File: src/rtl/clk_reset_sequencer.sv
// PLL lock qualification and core reset sequencing, clocked from the 12 MHz reference.
// Optional watchdog is built in when CLK_RESET_SEQUENCER_WDT_EN is defined.
module clk_reset_sequencer #(
  parameter int unsigned LOCK_CYCLES    = 4,
  parameter int unsigned HOLD_CYCLES    = 128,
  parameter int unsigned LOCK_TIMEOUT   = 65535,
  parameter int unsigned PLL_RST_CYCLES = 8,
  parameter int unsigned WDT_CYCLES     = 1048576
) (
  input  logic       c,
  input  logic       r,
  input  logic       pll_locked,
  input  logic       soft_rst_req,
  input  logic       wdt_kick,
  output logic       pll_resetb,
  output logic       core_reset,
  output logic       running,
  output logic [1:0] reset_cause
);

  localparam int unsigned LOCK_W = $clog2(LOCK_CYCLES) + 1;
  localparam int unsigned HOLD_W = $clog2(HOLD_CYCLES) + 1;
  localparam int unsigned TO_W   = $clog2(LOCK_TIMEOUT) + 1;
  localparam int unsigned PRST_W = $clog2(PLL_RST_CYCLES) + 1;

  localparam logic [1:0] CAUSE_POR       = 2'b00;
  localparam logic [1:0] CAUSE_LOCK_LOST = 2'b01;
  localparam logic [1:0] CAUSE_SOFT      = 2'b10;
  localparam logic [1:0] CAUSE_WDT       = 2'b11;

  typedef enum logic [1:0] {
    S_WAIT_LOCK = 2'd0,
    S_PLL_RST   = 2'd1,
    S_HOLD      = 2'd2,
    S_RUN       = 2'd3
  } state_e;

  state_e              state_q, state_d;
  logic                lock_meta_q, lock_s_q;
  logic [LOCK_W-1:0]   lock_cnt_q, lock_cnt_d;
  logic [HOLD_W-1:0]   hold_cnt_q, hold_cnt_d;
  logic [TO_W-1:0]     to_cnt_q, to_cnt_d;
  logic [PRST_W-1:0]   prst_cnt_q, prst_cnt_d;
  logic [1:0]          cause_q, cause_d;
  logic                pll_resetb_q, pll_resetb_d;
  logic                core_reset_q, core_reset_d;
  logic                running_q, running_d;
  logic                wdt_exp_c;

`ifdef CLK_RESET_SEQUENCER_WDT_EN
  localparam int unsigned WDT_W = $clog2(WDT_CYCLES) + 1;

  logic [WDT_W-1:0] wdt_cnt_q, wdt_cnt_d;

  // Counter is held at zero outside RUN, so it starts from zero on every RUN entry.
  always_comb begin
    wdt_cnt_d = '0;
    if (state_q == S_RUN && !wdt_kick) begin
      wdt_cnt_d = (wdt_cnt_q == '1) ? wdt_cnt_q : wdt_cnt_q + WDT_W'(1);
    end
    wdt_exp_c = (state_q == S_RUN) && !wdt_kick &&
                (wdt_cnt_q == WDT_W'(WDT_CYCLES - 1));
  end

  always_ff @(posedge c) begin
    if (r) begin
      wdt_cnt_q <= '0;
    end else begin
      wdt_cnt_q <= wdt_cnt_d;
    end
  end
`else
  logic unused_c;

  assign wdt_exp_c = 1'b0;
  assign unused_c  = wdt_kick ^ WDT_CYCLES[0];
`endif

  always_comb begin
    state_d    = state_q;
    lock_cnt_d = lock_cnt_q;
    hold_cnt_d = hold_cnt_q;
    to_cnt_d   = to_cnt_q;
    prst_cnt_d = prst_cnt_q;
    cause_d    = cause_q;

    case (state_q)
      S_WAIT_LOCK: begin
        lock_cnt_d = !lock_s_q ? '0 :
                     (lock_cnt_q == '1) ? lock_cnt_q : lock_cnt_q + LOCK_W'(1);
        to_cnt_d   = (to_cnt_q == '1) ? to_cnt_q : to_cnt_q + TO_W'(1);
        // Lock qualification takes precedence over a coincident timeout.
        if (lock_cnt_d >= LOCK_W'(LOCK_CYCLES)) begin
          state_d = S_HOLD;
        end else if (to_cnt_d >= TO_W'(LOCK_TIMEOUT)) begin
          state_d = S_PLL_RST;
        end
      end
      S_PLL_RST: begin
        prst_cnt_d = (prst_cnt_q == '1) ? prst_cnt_q : prst_cnt_q + PRST_W'(1);
        if (prst_cnt_d >= PRST_W'(PLL_RST_CYCLES)) begin
          state_d = S_WAIT_LOCK;
        end
      end
      S_HOLD: begin
        hold_cnt_d = (hold_cnt_q == '1) ? hold_cnt_q : hold_cnt_q + HOLD_W'(1);
        if (!lock_s_q) begin
          state_d = S_WAIT_LOCK;
          cause_d = CAUSE_LOCK_LOST;
        end else if (hold_cnt_d >= HOLD_W'(HOLD_CYCLES)) begin
          state_d = S_RUN;
        end
      end
      S_RUN: begin
        if (!lock_s_q) begin
          state_d = S_WAIT_LOCK;
          cause_d = CAUSE_LOCK_LOST;
        end else if (soft_rst_req) begin
          state_d = S_HOLD;
          cause_d = CAUSE_SOFT;
        end else if (wdt_exp_c) begin
          state_d = S_HOLD;
          cause_d = CAUSE_WDT;
        end
      end
      default: begin
        state_d = S_WAIT_LOCK;
      end
    endcase

    // Every state change starts the destination state's counters from zero.
    if (state_d != state_q) begin
      lock_cnt_d = '0;
      hold_cnt_d = '0;
      to_cnt_d   = '0;
      prst_cnt_d = '0;
    end

    pll_resetb_d = (state_d != S_PLL_RST);
    core_reset_d = (state_d != S_RUN);
    running_d    = (state_d == S_RUN);
  end

  always_ff @(posedge c) begin
    if (r) begin
      lock_meta_q  <= 1'b0;
      lock_s_q     <= 1'b0;
      state_q      <= S_WAIT_LOCK;
      lock_cnt_q   <= '0;
      hold_cnt_q   <= '0;
      to_cnt_q     <= '0;
      prst_cnt_q   <= '0;
      cause_q      <= CAUSE_POR;
      pll_resetb_q <= 1'b1;
      core_reset_q <= 1'b1;
      running_q    <= 1'b0;
    end else begin
      lock_meta_q  <= pll_locked;
      lock_s_q     <= lock_meta_q;
      state_q      <= state_d;
      lock_cnt_q   <= lock_cnt_d;
      hold_cnt_q   <= hold_cnt_d;
      to_cnt_q     <= to_cnt_d;
      prst_cnt_q   <= prst_cnt_d;
      cause_q      <= cause_d;
      pll_resetb_q <= pll_resetb_d;
      core_reset_q <= core_reset_d;
      running_q    <= running_d;
    end
  end

  assign pll_resetb  = pll_resetb_q;
  assign core_reset  = core_reset_q;
  assign running     = running_q;
  assign reset_cause = cause_q;

endmodule

File: config.mk
export PLATFORM = sky130hd
export DESIGN_NAME = clk_reset_sequencer
export DESIGN_NICKNAME = d
export VERILOG_FILES = /design/src/rtl/clk_reset_sequencer.sv
export SDC_FILE = /design/constraint.sdc
export NUM_CORES = 1
export LEC_CHECK = 0
export BUFFER_PORTS_ARGS = -buffer_cell sky130_fd_sc_hd__buf_2
export CAP_MARGIN = 20
export CORE_MARGIN = 4
export CORE_UTILIZATION = 55
export CTS_CLUSTER_DIAMETER = 150
export DETAILED_ROUTE_END_ITERATION = 8
export GPL_ROUTABILITY_DRIVEN = 0
export PLACE_DENSITY_LB_ADDON = 0.12
export SETUP_SLACK_MARGIN = 0.4
export SYNTH_ARGS = -nofsm -noshare
export SYNTH_HDL_FRONTEND = slang
export SYNTH_SLANG_ARGS = --single-unit
File: constraint.sdc
create_clock -name c -period 2.8 [get_ports c]
set_input_delay 0 -clock c [delete_from_list [all_inputs] [get_ports c]]
set_output_delay 0 -clock c [all_outputs]
set_load 0.005 [all_outputs]
---- Word level (Yosys, flattened, before mapping) ----
Index checks and enable logic that the tools add are counted.
operators by class
  add/subtract/negate cells ............... 4
  multiplexer cells ....................... 17
  magnitude comparators ................... 4
  reductions and logical operators ........ 4
  equality and inequality tests ........... 13
operators with widths
  cell                                                                                   count
  2-bit two-way mux                                                                      10
  17-bit by 1-bit adder with 17-bit output, second input constant                        1
  17-bit == test, second input constant                                                  1
  17-bit by 16-bit greater-or-equal comparator with 1-bit output, second input constant  1
  17-bit two-way mux                                                                     1
  8-bit by 1-bit adder with 8-bit output, second input constant                          1
  8-bit == test, second input constant                                                   1
  8-bit greater-or-equal comparator, second input constant                               1
  8-bit two-way mux                                                                      1
  2-bit case mux with 4 select lines                                                     1
  2-bit == test, second input constant                                                   3
  3-bit two-way mux                                                                      2
  4-bit by 1-bit adder with 4-bit output, second input constant                          1
  4-bit == test, second input constant                                                   1
  4-bit greater-or-equal comparator, second input constant                               1
  4-bit two-way mux                                                                      1
  2-bit inequality test, second input constant                                           2
  2-bit case mux with 2 select lines                                                     1
  3-bit by 1-bit adder with 3-bit output, second input constant                          1
  3-bit == test, second input constant                                                   1
  3-bit greater-or-equal comparator, second input constant                               1
  3-bit inequality test, second input constant                                           1
  3-bit AND reduction                                                                    1
  2-bit by 1-bit == test with 1-bit output, second input constant                        1
  other kinds (5)                                                                        5
word-level totals
  input bits .............................. 5
  word-level logic and storage cells ...... 53
  register bits after elaboration ......... 41
  output and inout bits ................... 5

---- Depth between registers and ports, before layout ----
Gate-level depths: netlist of the first run.
  depth after elaboration ................. 8
  depth in mapped cells ................... 9
  mapped depth without buffers ............ 7

---- Least setup slack after synthesis of the first run ----
No wires, ideal clock.
  kind .................................... reg-to-reg
  from .................................... register to_cnt_q[0]
  to ...................................... register prst_cnt_q[2]
  library setup time ...................... 0.116 ns
  data required time ...................... 2.684 ns
  period minus slack after synthesis ...... 2.355 ns
  arrival ................................. 2.239 ns
  path buffers ............................ 2
  stages on the path, launching flop included .. 10
  path slack .............................. 0.445 ns
  path through ............................ dfxtp_1 -> ha_1 -> and3_1 -> clkbuf_1 -> o21ai_0 -> a221oi_1 -> nand4_2 -> a211oi_2 -> buf_6 -> nor3_2
between the ends
  cells in the longest elaborated chain, start to end .. 8
  elaborated cells between the ends (all ways) .. 9
  classes of those cells .................. 1 x add/sub; 1 x order compare; 2 x eq/ne; 4 x mux; 1 x reduce/logical
RTL lines
  what                                                                               line  RTL
  from (decl)                                                                        42    logic [TO_W-1:0] to_cnt_q, to_cnt_d;
  from (signal assigned)                                                             163   to_cnt_q <= to_cnt_d;
  17-bit by 1-bit adder with 17-bit output / 17-bit == test (equally long branches)  91    to_cnt_d = (to_cnt_q == '1) ? to_cnt_q : to_cnt_q + TO_W'(1);
  17-bit two-way mux (*)                                                             91
  17-bit by 16-bit greater-or-equal comparator with 1-bit output (*)                 95    end else if (to_cnt_d >= TO_W'(LOCK_TIMEOUT)) begin
  2-bit two-way mux (*)                                                              95
  2-bit two-way mux (*)                                                              93    if (lock_cnt_d >= LOCK_W'(LOCK_CYCLES)) begin
  2-bit case mux with 4 select lines (*)                                             87    case (state_q)
  2-bit inequality test (*)                                                          132   if (state_d != state_q) begin
  2-bit OR reduction (no line) (*)                                                   n/a
  to (signal assigned)                                                               164   prst_cnt_q <= prst_cnt_d;
  to (decl)                                                                          43    logic [PRST_W-1:0] prst_cnt_q, prst_cnt_d;
Every way passes the cells marked *; elsewhere a longest branch is shown, timed or not.
A chain may end at the register's enable or synchronous reset.

---- Worst setup path after layout of the first run ----
  from .................................... register to_cnt_q[13]
  to ...................................... register hold_cnt_q[2]
between the ends
  cells in the longest elaborated chain, start to end .. 8
  elaborated cells between the ends (all ways) .. 9
  classes of those cells .................. 1 x add/sub; 1 x order compare; 2 x eq/ne; 4 x mux; 1 x reduce/logical
RTL lines
  what                                                                               line  RTL
  17-bit by 1-bit adder with 17-bit output / 17-bit == test (equally long branches)  91
  17-bit two-way mux (*)                                                             91
  17-bit by 16-bit greater-or-equal comparator with 1-bit output (*)                 95
  2-bit two-way mux (*)                                                              95
  2-bit two-way mux (*)                                                              93
  2-bit case mux with 4 select lines (*)                                             87
  2-bit inequality test (*)                                                          132
  2-bit OR reduction (no line) (*)                                                   n/a
  to (signal assigned)                                                               162   hold_cnt_q <= hold_cnt_d;
  to (decl)                                                                          41    logic [HOLD_W-1:0] hold_cnt_q, hold_cnt_d;
Marked as above.

==> metrics.md, run 1 <==
| Metric | Value |
|---|---|
| Outcome | completed |
| Yosys top cell by area | dfxtp_1 |
| Hpwl dp | 3211 um |
| Most used DFF post-synth | dfxtp_1 |
| # nets final | about 290 |
| Multi-input gate area | 1431 um2 |
| Port bufs | 8 |
| WL/cell | 14.13 um |
| RSZ-0062 raised after global routing | no |
| P per Cell Area | 443.9 nW/um2 |
| Yosys reg bits | 41 |
| Slew Limit Fails | 0 |
| Period utilization | between 80% and 90% |
| Final hold vios | 0 |
| EDFF count, synth | 0 |
| Fmax | between 0.4 and 0.5 GHz |
| Worst Setup Start Kind | flip-flop |
| Pre-CTS worst setup slack | 0.2197 ns |
| Most frequent cells in the layout | 34 x dfxtp_1, 25 x nor2_2, 20 x nand2_1 |
| CP Capture Type | flip-flop |
| Largest fanout on the critical path | 10 |
| Skew-Pair Late Insertion Delay | 0.29 ns |
| Async SR Flop Fraction | 0% |
| Commonest non-fill, non-tap cell in the layout | dfxtp_1 |
| Worst-Margin Slew | 0.5830 ns |
| Syn avg cell area | just under 9 um2 |
| Final setup violation count | 0 |
| Worst-path clk slew | 0.07 ns |
| First-pass DRT Iterations | 5 |
| Crit path max-delay cell type | or4_4 |
| Yosys warns | 0 |
| Num CTS Buffers | 5 |
| Max Clock Skew | roughly 0.0037 ns |
| Die width | 72.93 um |
| CTS HTree Levels | 2 |
| Core Rows | 23 |
| Max-slew headroom | 60.84% |
| Max-cap violation count | 0 |
| WS Path Type | flip-flop to flip-flop |
| First-pass GRT wire length | 8204 um |
| GRT Residual Overflow | 0 |
| TritonCTS clock tree | built |
| Reg area | 834.6 um2 |
| Full die area | between 5000 and 6000 um2 |
| Sequential area share after synthesis | 35.40% |
| CP delay by family, top | simple AND/OR/NAND/NOR gates |
| CTS sink count | slightly above 40 |
| Number of global-route vias before repair | 1892 |
| Detailed Route WL | 4733 um |
| CTS Root Cell | clkbuf_8 |
| Mapped Cells | 267 |
| Initial antenna violation count | 0 |
| Worst EP arrival | 2.50 ns |
| GRT Overall Usage | approximately a fifth |
| Post-route ant nets | 0 |
| Via density | 5.809 |
| Synth top area cells | dfxtp_1 35%, nor2_2 6.7%, xor2_1 4.5% |
| Syn_nets | around 280 |
| DRC Markers | 0 |
| Yosys top cell area share | 35.40% |
| TNS Setup | 0 ns |
| Peak supply drop | 293.0 uV |
| Initial Utilization | between 50 and 60% |
| Tmin final | between 2 and 2.5 ns |
| Via count | 1946 |
| P&R area growth vs syn | 13.87% |
| Largest net degree at the start of global routing | 21 |
| Leak pwr | 0.9833 nW |
| Distinct cell type count of the synthesized netlist | 48 |
| DR iter-0 viols | 139 |
| Antenna cells | 0 |
| Filler cell count | 360 |
| Post-Route Utilization | ~66% |
| Clock Path Buffers | 2 |
| Bufs and invs on worst path | 2 |
| CP Cell Sequence | nand4_1 -> or4_4 -> a41oi_2 -> nand4_2 -> a211oi_4 -> buf_4 -> buf_12 -> nor2_2 |
| HP Class | input pin to flip-flop |
| Final WS setup | just under 0.5 ns |
| Die H | 72.93 um |
| Max incr delay on CP | about 0.53 ns |
| Cell Area, Synth | 2318 um2 |
| Share of cells above drive strength 1 | 27.02% |
| Worst Path Required | approximately 3.0 ns |
| Top Ports | 10 |
| Core area | 4029 um2 |
## metal layers
layer | track usage (%) | share of wire, % | vias up
met5 | 0 | 0 | -
met4 | 7.992 | 1.9 | 0
met3 | 3.719 | 2.0 | 9
met2 | 33.17 | 49 | 20
met1 | 23.94 | 48 | 910
li1 | - | - | 1007
## logic make-up after synthesis
| group | share of synthesized area, % |
|---|---|
| xor gates and xnor gates | 6.422 |
| adders and majority gates | 2.590 |
| DFF | 35.40 |
| and+or+nand+nor | 33.51 |
| muxes | 3.940 |
| AOI/OAI and AO/OA | 13.44 |
| buffers and inverters | 4.695 |
## layout make-up
| cell class | instances | share of cell area [%] |
|---|---|---|
| flip-flops and latches | 41 | 31.61 |
| multi-input cells | 207 | 54.22 |
| clock buffers | 8 | 3.033 |
| inverters | 3 | 0.4265 |
| well taps | 50 | 2.370 |
| repair buffers | 26 | 8.341 |
## per-stage QoR
step / cells / total power (W) / hold WS [ns] / instance area (um2)
finish: 335 / 0.001172 / 0.06523 / 2640
global route: 335 / 0.001228 / 0.1062 / 2640
CTS: 329 / 0.001170 / 0.06932 / 2546
detailed placement: 318 / 0.0007877 / 0.2202 / 2411
global placement: 318 / 0.0007836 / 0.2196 / 2411
floorplan: 267 / 0.0007640 / 0.07161 / 2318
## cells in the mapped netlist (all sizes together) (3+ instances only)
cell type	n
xnor2	5
nand4	16
a211oi	7
nor3	6
ha	4
a31oi	4
and4	6
nand3	18
mux2i	8
clkbuf	5
nor4	4
inv	3
nor2b	7
nor2	36
a41oi	3
a21oi	13
dfxtp	41
nand2	20
nand2b	7
xor2	12
o21ai	7
buf	11
and3	4
## flip-flops by register name (all words and copies together), names as in the netlist
name and flops:
lock_s_q 1, running 1, hold_cnt_q 8, state_q 2, lock_cnt_q 3, lock_meta_q 1
reset_cause 2, prst_cnt_q 4, core_reset 1, pll_resetb 1, to_cnt_q 17
## worst paths after layout
kind / startpoint / endpoint / slack (ns) / depth (start not counted)
setup / recovery: to_cnt_q[13]$_SDFFE_PP0N_ / hold_cnt_q[2]$_SDFFE_PP0P_ / 0.48 / 8
hold / removal: soft_rst_req / reset_cause[1]$_SDFFE_PP0P_ / 0.07 / 3
setup reg to reg: to_cnt_q[13]$_SDFFE_PP0N_ / hold_cnt_q[2]$_SDFFE_PP0P_ / 0.48 / 8
hold reg to reg: lock_meta_q$_SDFF_PP0_ / lock_s_q$_SDFF_PP0_ / 0.44 / 1
## tightest hold or removal path, delay by kind of cell
kind / cells / cell delay (ns)
compound gates: 1 / 0.08
simple gates: 1 / 0.12
buf+inv: 1 / 0.11
## power by group
| group | internal [W] | switching (W) | total [W] | leakage (nW) |
|---|---|---|---|---|
| Clock | 0.000177 | 0.000189 | 0.000366 | 0.0395 |
| Sequential | 0.000613 | 0.0000494 | 0.000662 | 0.335 |
| Combinational | 0.0000747 | 0.0000692 | 0.000144 | 0.608 |
| Total | 0.000865 | 0.000307 | 0.00117 | 0.983 |
## repair_timing
item / CTS / global route
resized for setup: 6 / 10
setup buffers: 0 / 4
setup endpoints to repair: 33 / 32
hold endpoints to repair: 5 / 0
pin swaps: 1 / 2
cloned: 0 / 2
hold buffers: 3 / 0
Note: power is estimated with default switching activity, not from simulation.
==> run 2: changes to the inputs <==
==> constraint.sdc (replaced) <==
create_clock -name c -period 2 [get_ports c]
set_input_delay 0 -clock c [delete_from_list [all_inputs] [get_ports c]]
set_output_delay 0 -clock c [all_outputs]
set_load 0.005 [all_outputs]
==> run 2 against run 1 <==
  * Highest routed layer unchanged
  * Flip-flop and latch count is the same
  * The flow now finishes with violations (setup timing)
  * Cell area grew 19%
  * First-iteration DRC count grew 17%
  * Worst hold slack lost 0.0080 ns
  * Clock skew shrank 0.00055 ns
==> metrics.md, run 2 (synthesis gave the netlist of run 1 again) <==
| Metric | Value |
|---|---|
| Outcome | complete, but fails checks (was completed) |
| Violated checks | setup timing |
| Hold Path End | lock_cnt_q[2]$_SDFFE_PP0N_ (was reset_cause[1]$_SDFFE_PP0P_) |
| Via density | 5.677 (was 5.809) |
| P per Cell Area | 573.5 nW/um2 (was 443.9 nW/um2) |
| DRC Markers | 0 (unchanged) |
| RSZ-0062 raised after global routing | yes (was no) |
| Most frequent cells in the layout | 60 x buf_4, 32 x dfxtp_1, 24 x nor2_2 (was 34 x dfxtp_1, 25 x nor2_2, 20 x nand2_1) |
| Post-DP Area | 2808 um2 (was 2411 um2) |
| Die H | 72.93 um (unchanged) |
| RR Endpoint | to_cnt_q[2]$_SDFFE_PP0N_ (was hold_cnt_q[2]$_SDFFE_PP0P_) |
| Final setup violation count | 34 (was 0) |
| Non-Filler Instances | 384 (was 335) |
| Max-slew headroom | 73.44% (was 60.84%) |
| Commonest non-fill, non-tap cell in the layout | buf_4 (was dfxtp_1) |
| Leak pwr | 1.253 nW (was 0.9833 nW) |
| CTS Root Cell | clkbuf_8 (unchanged) |
| GRT Overall Usage | 21.50% (was 19.45%) |
| Period utilization | 111.8% (was 82.82%) |
| Initial Utilization | 57.55% (unchanged) |
| Reg-to-reg slack, setup | -0.24 ns (was 0.48 ns) |
| # nets final | 343 (was 293) |
| WS Path Type | flip-flop to flip-flop (unchanged) |
| Initial antenna violation count | 0 (unchanged) |
| Top Ports | 10 (unchanged) |
| DR iter-0 viols | 163 (was 139) |
| Number of global-route vias before repair | 2068 (was 1892) |
| First-pass DRT Iterations | 4 (was 5) |
| Min Hold Slack | 0.05719 ns (was 0.06523 ns) |
| Crit path max-delay cell type | nor4_1 (was or4_4) |
| CP delay by family, top | simple AND/OR/NAND/NOR gates (unchanged) |
| P&R area growth vs syn | 34.97% (was 13.87%) |
| Hpwl dp | 3838 um (was 3211 um) |
| GRT Residual Overflow | 0 (unchanged) |
| Final WS setup | -0.2361 ns (was 0.4809 ns) |
| Core area | 4029 um2 (unchanged) |
| Antenna cells | 0 (unchanged) |
| Core Rows | 23 (unchanged) |
| Post-route ant nets | 0 (unchanged) |
| Skew-Pair Late Insertion Delay | 0.29 ns (about the same) |
| CP Capture Type | flip-flop (unchanged) |
| Worst Reg-to-Reg Cells | 9 (was 8) |
| Post-route cell area | 3129 um2 (was 2640 um2) |
| First-pass GRT wire length | 9032 um (was 8204 um) |
| Worst EP arrival | 2.41 ns (was 2.50 ns) |
| Port bufs | 8 (unchanged) |
| Detailed Route WL | 5650 um (was 4733 um) |
| Biggest register | to_cnt_q (unchanged) |
| TNS Setup | -7.208 ns (was 0 ns) |
| Die width | 72.93 um (unchanged) |
| Largest fanout on the critical path | 10 (unchanged) |
| Fmax | 0.4472 GHz (was 0.4312 GHz) |
| Hold Path Cell Cnt | 4 (was 3) |
| Post-Place Cells | 366 (was 318) |
| Num CTS Buffers | 5 (unchanged) |
| CP Cell Sequence | ha_4 -> nand3_1 -> nor4_1 -> mux2_2 -> nand4_4 -> a211oi_4 -> buf_4 -> buf_12 -> a211oi_2 (was nand4_1 -> or4_4 -> a41oi_2 -> nand4_2 -> a211oi_4 -> buf_4 -> buf_12 -> nor2_2) |
| Peak supply drop | 539.6 uV (was 293.0 uV) |
| Slew Limit Fails | 0 (unchanged) |
| Number of flip-flops in the largest register | 17 (unchanged) |
| Critical R2R Launch | to_cnt_q[0]$_SDFFE_PP0N_ (was to_cnt_q[13]$_SDFFE_PP0N_) |
| Largest net degree at the start of global routing | 21 (unchanged) |
| Clock Path Buffers | 2 (unchanged) |
| Max incr delay on CP | 0.41 ns (was 0.53 ns) |
| Tmin final | 2.236 ns (was 2.319 ns) |
| Full die area | 5318 um2 (unchanged) |
| Worst Setup Start Kind | flip-flop (unchanged) |
| Max-cap violation count | 0 (unchanged) |
| Max Clock Skew | 0.003149 ns (was 0.003702 ns) |
| Regs by FF count | to_cnt_q x17, hold_cnt_q x8, prst_cnt_q x4 (unchanged) |
| CTS HTree Levels | 2 (unchanged) |
| TritonCTS clock tree | built (unchanged) |
| Worst-Margin Slew | 0.3976 ns (was 0.5830 ns) |
| Via count | 2180 (was 1946) |
| HP Class | input pin to flip-flop (unchanged) |
| WL/cell | 14.71 um (was 14.13 um) |
| CTS sink count | 41 (unchanged) |
| Final hold vios | 0 (unchanged) |
| Share of cells above drive strength 1 | 41.62% (was 27.02%) |
| Worst-path clk slew | 0.07 ns (about the same) |
| Bufs and invs on worst path | 2 (unchanged) |
| Worst Path Required | 2.17 ns (was 2.99 ns) |
| HP Start | r (was soft_rst_req) |
[run 2: cell count changes in the layout (fill, tap and decap cells not counted), sizes merged]
cell    before  now
clkbuf       9    7
inv          3    4
buf         22   72
[run 2: worst max path at each step]
| stage | start | end | slack, ns | cells after the start |
|---|---|---|---|---|
| 4_1_cts | to_cnt_q[0]$_SDFFE_PP0N_ | to_cnt_q[15]$_SDFFE_PP0N_ | -0.16 | 8 |
| 5_1_grt | to_cnt_q[0]$_SDFFE_PP0N_ | prst_cnt_q[2]$_SDFFE_PP0P_ | -0.36 | 9 |
| 6_report | to_cnt_q[0]$_SDFFE_PP0N_ | to_cnt_q[2]$_SDFFE_PP0N_ | -0.24 | 9 |
| 3_5_place_dp | to_cnt_q[7]$_SDFFE_PP0N_ | to_cnt_q[15]$_SDFFE_PP0N_ | -0.17 | 7 |
| 2_1_floorplan | to_cnt_q[1]$_SDFFE_PP0N_ | prst_cnt_q[2]$_SDFFE_PP0P_ | -0.04 | 9 |
| 3_3_place_gp | to_cnt_q[7]$_SDFFE_PP0N_ | to_cnt_q[15]$_SDFFE_PP0N_ | -0.14 | 7 |
[run 2: timing repair]
action,in CTS,in global routing
hold endpoints to repair,5,0
setup endpoints to repair,35,36
gates cloned,0,2
buffers inserted,2,4
hold buffers,3,0
resized for setup,8,18
pin swaps,2,4
[run 2: per-stage QoR]
step	power (W)	setup WS, ns	util [%]
after global placement	0.001201	-0.1403	69.69
after detailed placement	0.001209	-0.1697	69.69
after floorplan	0.001098	-0.03807	-
after global routing	0.001870	-0.3601	77.67
after CTS	0.001772	-0.1625	73.98
final	0.001795	-0.2361	77.67
[run 2: worst reg2reg max path, cell delays in order, from the launching register on]
cell,delay [ns]
dfxtp_4,0.38
ha_4,0.17
nand3_1,0.15
nor4_1,0.41
mux2_2,0.26
nand4_4,0.11
a211oi_4,0.30
buf_4,0.16
buf_12,0.14
a211oi_2,0.04
[run 2: report_power, final]
group          switching (W)  leakage [nW]  internal (W)
Clock               0.000270        0.0476      0.000273
Sequential         0.0000579         0.336      0.000863
Combinational       0.000144         0.870      0.000187
[run 2: final cells by class]
cell class | instances | area, um2
multi-input cells | 207 | 1518
fillers | 272 | 899.6
flip-flops and latches | 41 | 837.1
repair buffers | 76 | 611.8
clock buffers | 6 | 82.58
well taps | 50 | 62.56
inverters | 3 | 11.26
clock inverters | 1 | 6.256
[run 2: layer usage]
layer	global-route usage [%]	wire [um]	vias up	share of wire, %
li1	-	-	1099	-
met1	27.02	2446	1011	43
met2	36.47	2853	53	50
met3	4.132	197	17	3.5
met4	7.787	153	0	2.7
met5	0	0	-	0
==> run 3: changes to the inputs <==
--- a/config.mk
+++ b/config.mk
@@ -5,6 +5,7 @@
 export SDC_FILE = /design/constraint.sdc
 export NUM_CORES = 1
 export LEC_CHECK = 0
+export ABC_AREA = 1
 export BUFFER_PORTS_ARGS = -buffer_cell sky130_fd_sc_hd__buf_2
 export CAP_MARGIN = 20
 export CORE_MARGIN = 4
@@ -12,8 +13,10 @@
 export CTS_CLUSTER_DIAMETER = 150
 export DETAILED_ROUTE_END_ITERATION = 8
 export GPL_ROUTABILITY_DRIVEN = 0
+export GPL_TIMING_DRIVEN = 0
 export PLACE_DENSITY_LB_ADDON = 0.12
 export SETUP_SLACK_MARGIN = 0.4
+export SLEW_MARGIN = 30
 export SYNTH_ARGS = -nofsm -noshare
 export SYNTH_HDL_FRONTEND = slang
 export SYNTH_SLANG_ARGS = --single-unit
==> run 3 against run 2 <==
  * The run still ends with setup timing left
  * Die area down 2.3%
  * Worst hold slack worse by 0.034 ns
  * Utilization down 6.9 points
  * Flip-flop and latch count unchanged
  * Non-clock buffer count down 39
  * Via count up 4.5%
  * Sequential power up 34%
  * Cell count up 11%
  * Wire length down 5.8%
  * Largest power group is now combinational cells
==> metrics.md, run 3 <==
| Metric | Value |
|---|---|
| Post-synthesis adder-cell area fraction | 2.215% (was 2.590%) |
| Worst-Margin Slew | 0.5268 ns (was 0.3976 ns) |
| # nets final | 386 (was 343) |
| Hold Path Cell Cnt | 3 (was 4) |
| WS Path Type | flip-flop to flip-flop (unchanged) |
| Sequential area share after synthesis | 36.32% (was 35.40%) |
| TritonCTS clock tree | built (unchanged) |
| Initial Utilization | 56.49% (was 57.55%) |
| Violated checks | setup timing (unchanged) |
| GRT Overall Usage | 21.94% (was 21.50%) |
| Max incr delay on CP | 0.37 ns (was 0.41 ns) |
| Yosys top cell by area | dfxtp_1 (unchanged) |
| Hold Path End | reset_cause[1]$_SDFFE_PP0P_ (was lock_cnt_q[2]$_SDFFE_PP0N_) |
| EDFF count, synth | 0 (unchanged) |
| Commonest non-fill, non-tap cell in the layout | nand2_1 (was buf_4) |
| Internal | 0.002030 W (was 0.001323 W) |
| Synth top area cells | dfxtp_1 36%, nand2_1 13%, nor2_1 11% (was dfxtp_1 35%, nor2_2 6.7%, xor2_1 4.5%) |
| Worst Path Required | 2.18 ns (was 2.17 ns) |
| Gate power share | 47.0% (was 18.4%) |
| Skew-Pair Late Insertion Delay | 0.29 ns (about the same) |
| CTS Root Cell | clkbuf_8 (unchanged) |
| DRC Markers | 0 (unchanged) |
| Largest fanout on the critical path | 8 (was 10) |
| Clock Path Buffers | 2 (unchanged) |
| HP Class | input pin to flip-flop (unchanged) |
| P&R area growth vs syn | 25.30% (was 34.97%) |
| Number of flip-flops in the largest register | 17 (unchanged) |
| Leak pwr | 1.175 nW (was 1.253 nW) |
| P per Cell Area | 1247 nW/um2 (was 573.5 nW/um2) |
| Mapped Cells | 342 (was 267) |
| CP Capture Type | flip-flop (unchanged) |
| Outcome | complete, but fails checks (unchanged) |
| HP Start | soft_rst_req (was r) |
| Sw Pwr | 0.001501 W (was 0.0004715 W) |
| Syn avg cell area | 6.607 um2 (was 8.683 um2) |
| Via density | 5.337 (was 5.677) |
| CP Cell Sequence | ha_4 -> nand2_4 -> nor2_4 -> nand2_4 -> nor2_4 -> nand3_4 -> o21ai_2 -> nand3_2 -> nor2_2 -> nand2_2 -> nand3_2 -> nand3_2 -> nand2_4 -> buf_6 -> nor2_2 (was ha_4 -> nand3_1 -> nor4_1 -> mux2_2 -> nand4_4 -> a211oi_4 -> buf_4 -> buf_12 -> a211oi_2) |
| Tmin final | 2.171 ns (was 2.236 ns) |
| Period utilization | 108.6% (was 111.8%) |
| Port bufs | 8 (unchanged) |
| Largest net degree at the start of global routing | 13 (was 21) |
| Full die area | 5198 um2 (was 5318 um2) |
| Sw Share | 42.52% (was 26.28%) |
| WL/cell | 12.46 um (was 14.71 um) |
| Biggest register | to_cnt_q (unchanged) |
| Critical R2R Launch | to_cnt_q[1]$_SDFFE_PP0N_ (was to_cnt_q[0]$_SDFFE_PP0N_) |
| Post-Place Cells | 400 (was 366) |
| Num CTS Buffers | 5 (unchanged) |
| Worst Reg-to-Reg Cells | 15 (was 9) |
| Yosys warns | 0 (unchanged) |
| Final setup violation count | 32 (was 34) |
| Most frequent cells in the layout | 71 x nand2_1, 50 x nor2_1, 34 x inv_1 (was 60 x buf_4, 32 x dfxtp_1, 24 x nor2_2) |
| Fmax | 0.4605 GHz (was 0.4472 GHz) |
| Initial antenna violation count | 0 (unchanged) |
| CTS HTree Levels | 2 (unchanged) |
| Post-route ant nets | 0 (unchanged) |
| GRT Residual Overflow | 0 (unchanged) |
| Top Ports | 10 (unchanged) |
| First-pass DRT Iterations | 4 (unchanged) |
| Async SR Flop Fraction | 0% (unchanged) |
| Core area | 4000 um2 (was 4029 um2) |
| Mux contribution to synthesized area | 0.8859% (was 3.940%) |
| Number of global-route vias before repair | 2114 (was 2068) |
| Worst-path clk slew | 0.08 ns (was 0.07 ns) |
| Yosys reg bits | 41 (unchanged) |
| Yosys top cell area share | 36.32% (was 35.40%) |
| Final WS setup | -0.1714 ns (was -0.2361 ns) |
| Detailed Route WL | 5320 um (was 5650 um) |
| Die H | 72.10 um (was 72.93 um) |
| Worst Setup Start Kind | flip-flop (unchanged) |
| Most used DFF post-synth | dfxtp_1 (unchanged) |
| Most instantiated cells after synthesis | 79 x nand2_1, 68 x nor2_1, 41 x dfxtp_1 (was 41 x dfxtp_1, 25 x nor2_2, 20 x nand2_1) |
| Via count | 2279 (was 2180) |
| Die width | 72.10 um (was 72.93 um) |
| Max Clock Skew | 0.009733 ns (was 0.003149 ns) |
| Sequential Power Share | 34.8% (was 51.3%) |
| First-pass GRT wire length | 9156 um (was 9032 um) |
| Max-slew headroom | 64.88% (was 73.44%) |
| XOR/XNOR Fraction of Synth Area | 3.876% (was 6.422%) |
| Post-synthesis simple-gate area fraction | 38.87% (was 33.51%) |
| Share of cells above drive strength 1 | 24.67% (was 41.62%) |
| Hpwl dp | 3588 um (was 3838 um) |
| Clk pwr share | 18.2% (was 30.3%) |
| CTS sink count | 41 (unchanged) |
| Min Hold Slack | 0.02276 ns (was 0.05719 ns) |
| Top-count cell post-synth | nand2_1 (was dfxtp_1) |
| Syn_nets | 351 (was 276) |
| Crit path max-delay cell type | dfxtp_4 (was nor4_1) |
| Max-cap violation count | 0 (unchanged) |
| Worst EP arrival | 2.35 ns (was 2.41 ns) |
| Distinct cell type count of the synthesized netlist | 29 (was 48) |
| Peak supply drop | 648.5 uV (was 539.6 uV) |
| Synth Area in Compound Gates | 9.524% (was 13.44%) |
| Reg-to-reg slack, setup | -0.17 ns (was -0.24 ns) |
| RR Endpoint | to_cnt_q[2]$_SDFFE_PP0N_ (unchanged) |
| Antenna cells | 0 (unchanged) |
| Core Rows | 23 (unchanged) |
| Regs by FF count | to_cnt_q x17, hold_cnt_q x8, prst_cnt_q x4 (unchanged) |
| Slew Limit Fails | 0 (unchanged) |
| DR iter-0 viols | 147 (was 163) |
| Cell Area, Synth | 2260 um2 (was 2318 um2) |
| Final hold vios | 0 (unchanged) |
| RSZ-0062 raised after global routing | yes (unchanged) |
| Non-Filler Instances | 427 (was 384) |
| Largest family of logic cells by synthesized area | simple AND/OR/NAND/NOR gates (unchanged) |
## run 3: cell count changes after synthesis, moves of 7 or more
cell      previous run  this run
nor2b_1              7         0
nor2_1              11        68
nor2_2              25         2
nand4_1             14         7
nand3_1             18        30
nand2_1             20        79
inv_1                3        34
o21ai_0              7        22
nand2b_1             7         0
## run 3: power by group through the flow
stage | Clock, W | Combinational (W) | Sequential (W)
after floorplan | 0 | 0.00107 | 0.00117
after global placement | 0 | 0.00133 | 0.00122
after detailed placement | 0 | 0.00135 | 0.00122
after CTS | 0.000661 | 0.00154 | 0.00121
after global routing | 0.000693 | 0.00190 | 0.00125
final | 0.000642 | 0.00166 | 0.00123
## run 3: worst max-delay path by stage
stage                              startpoint                    endpoint  slack [ns]
finish               to_cnt_q[1]$_SDFFE_PP0N_    to_cnt_q[2]$_SDFFE_PP0N_       -0.17
global route         to_cnt_q[1]$_SDFFE_PP0N_    to_cnt_q[2]$_SDFFE_PP0N_       -0.31
CTS                  to_cnt_q[1]$_SDFFE_PP0N_    to_cnt_q[2]$_SDFFE_PP0N_       -0.12
detailed placement   to_cnt_q[1]$_SDFFE_PP0N_  prst_cnt_q[2]$_SDFFE_PP0P_       -0.25
global placement    to_cnt_q[14]$_SDFFE_PP0N_  prst_cnt_q[2]$_SDFFE_PP0P_       -0.23
floorplan            to_cnt_q[1]$_SDFFE_PP0N_  prst_cnt_q[2]$_SDFFE_PP0P_        0.08
## run 3: critical path, delay by kind of cell (launching register included)
| family | cells | cell delay, ns |
|---|---|---|
| and+or+nand+nor | 12 | 1.26 |
| AOI/OAI and AO/OA | 1 | 0.11 |
| buffers and inverters | 1 | 0.15 |
| adders and majority gates | 1 | 0.16 |
| DFF | 1 | 0.37 |
## run 3: logic make-up after synthesis
group / after synthesis
and+or+nand+nor: 201
buffers and inverters: 44
DFF: 41
AOI/OAI and AO/OA: 40
xor gates and xnor gates: 10
adders and majority gates: 4
muxes: 2
## run 3: cell type report
class / count / area (um2)
plain buffers: 9 / 57.56
clock buffers: 5 / 68.82
clock inverters: 2 / 35.03
fillers: 324 / 1169
inverters: 35 / 131.4
multi-input cells: 257 / 1428
flip-flops and latches: 41 / 835.8
well taps: 50 / 62.56
repair buffers: 28 / 212.7
## run 3: metal layers
layer / wire length, um / global-route usage, %
met5: 0 / 0
met4: 110 / 9.395
met3: 298 / 4.709
met2: 2607 / 38.32
met1: 2302 / 25.75
## run 3: timing repair
| item | in CTS | in global routing |
|---|---|---|
| hold buffers | 3 | 0 |
| hold endpoints to repair | 6 | 0 |
| setup endpoints to repair | 37 | 37 |
| cloned | 3 | 0 |
| resized for setup | 32 | 29 |
| pin swaps | 11 | 14 |
| buffers inserted | 9 | 5 |
## run 3: metrics by stage
step	instance area [um2]	setup slack (ns)	total power [W]	setup TNS (ns)	utilization, %
6_report	2831	-0.1714	0.003531	-4.855	70.79
5_1_grt	2831	-0.3062	0.003847	-9.209	70.79
4_1_cts	2705	-0.1210	0.003415	-3.329	67.63
3_5_place_dp	2397	-0.2511	0.002569	-7.517	59.93
3_3_place_gp	2397	-0.2327	0.002544	-7.052	59.93
2_1_floorplan	2295	0.07569	0.002248	0	-
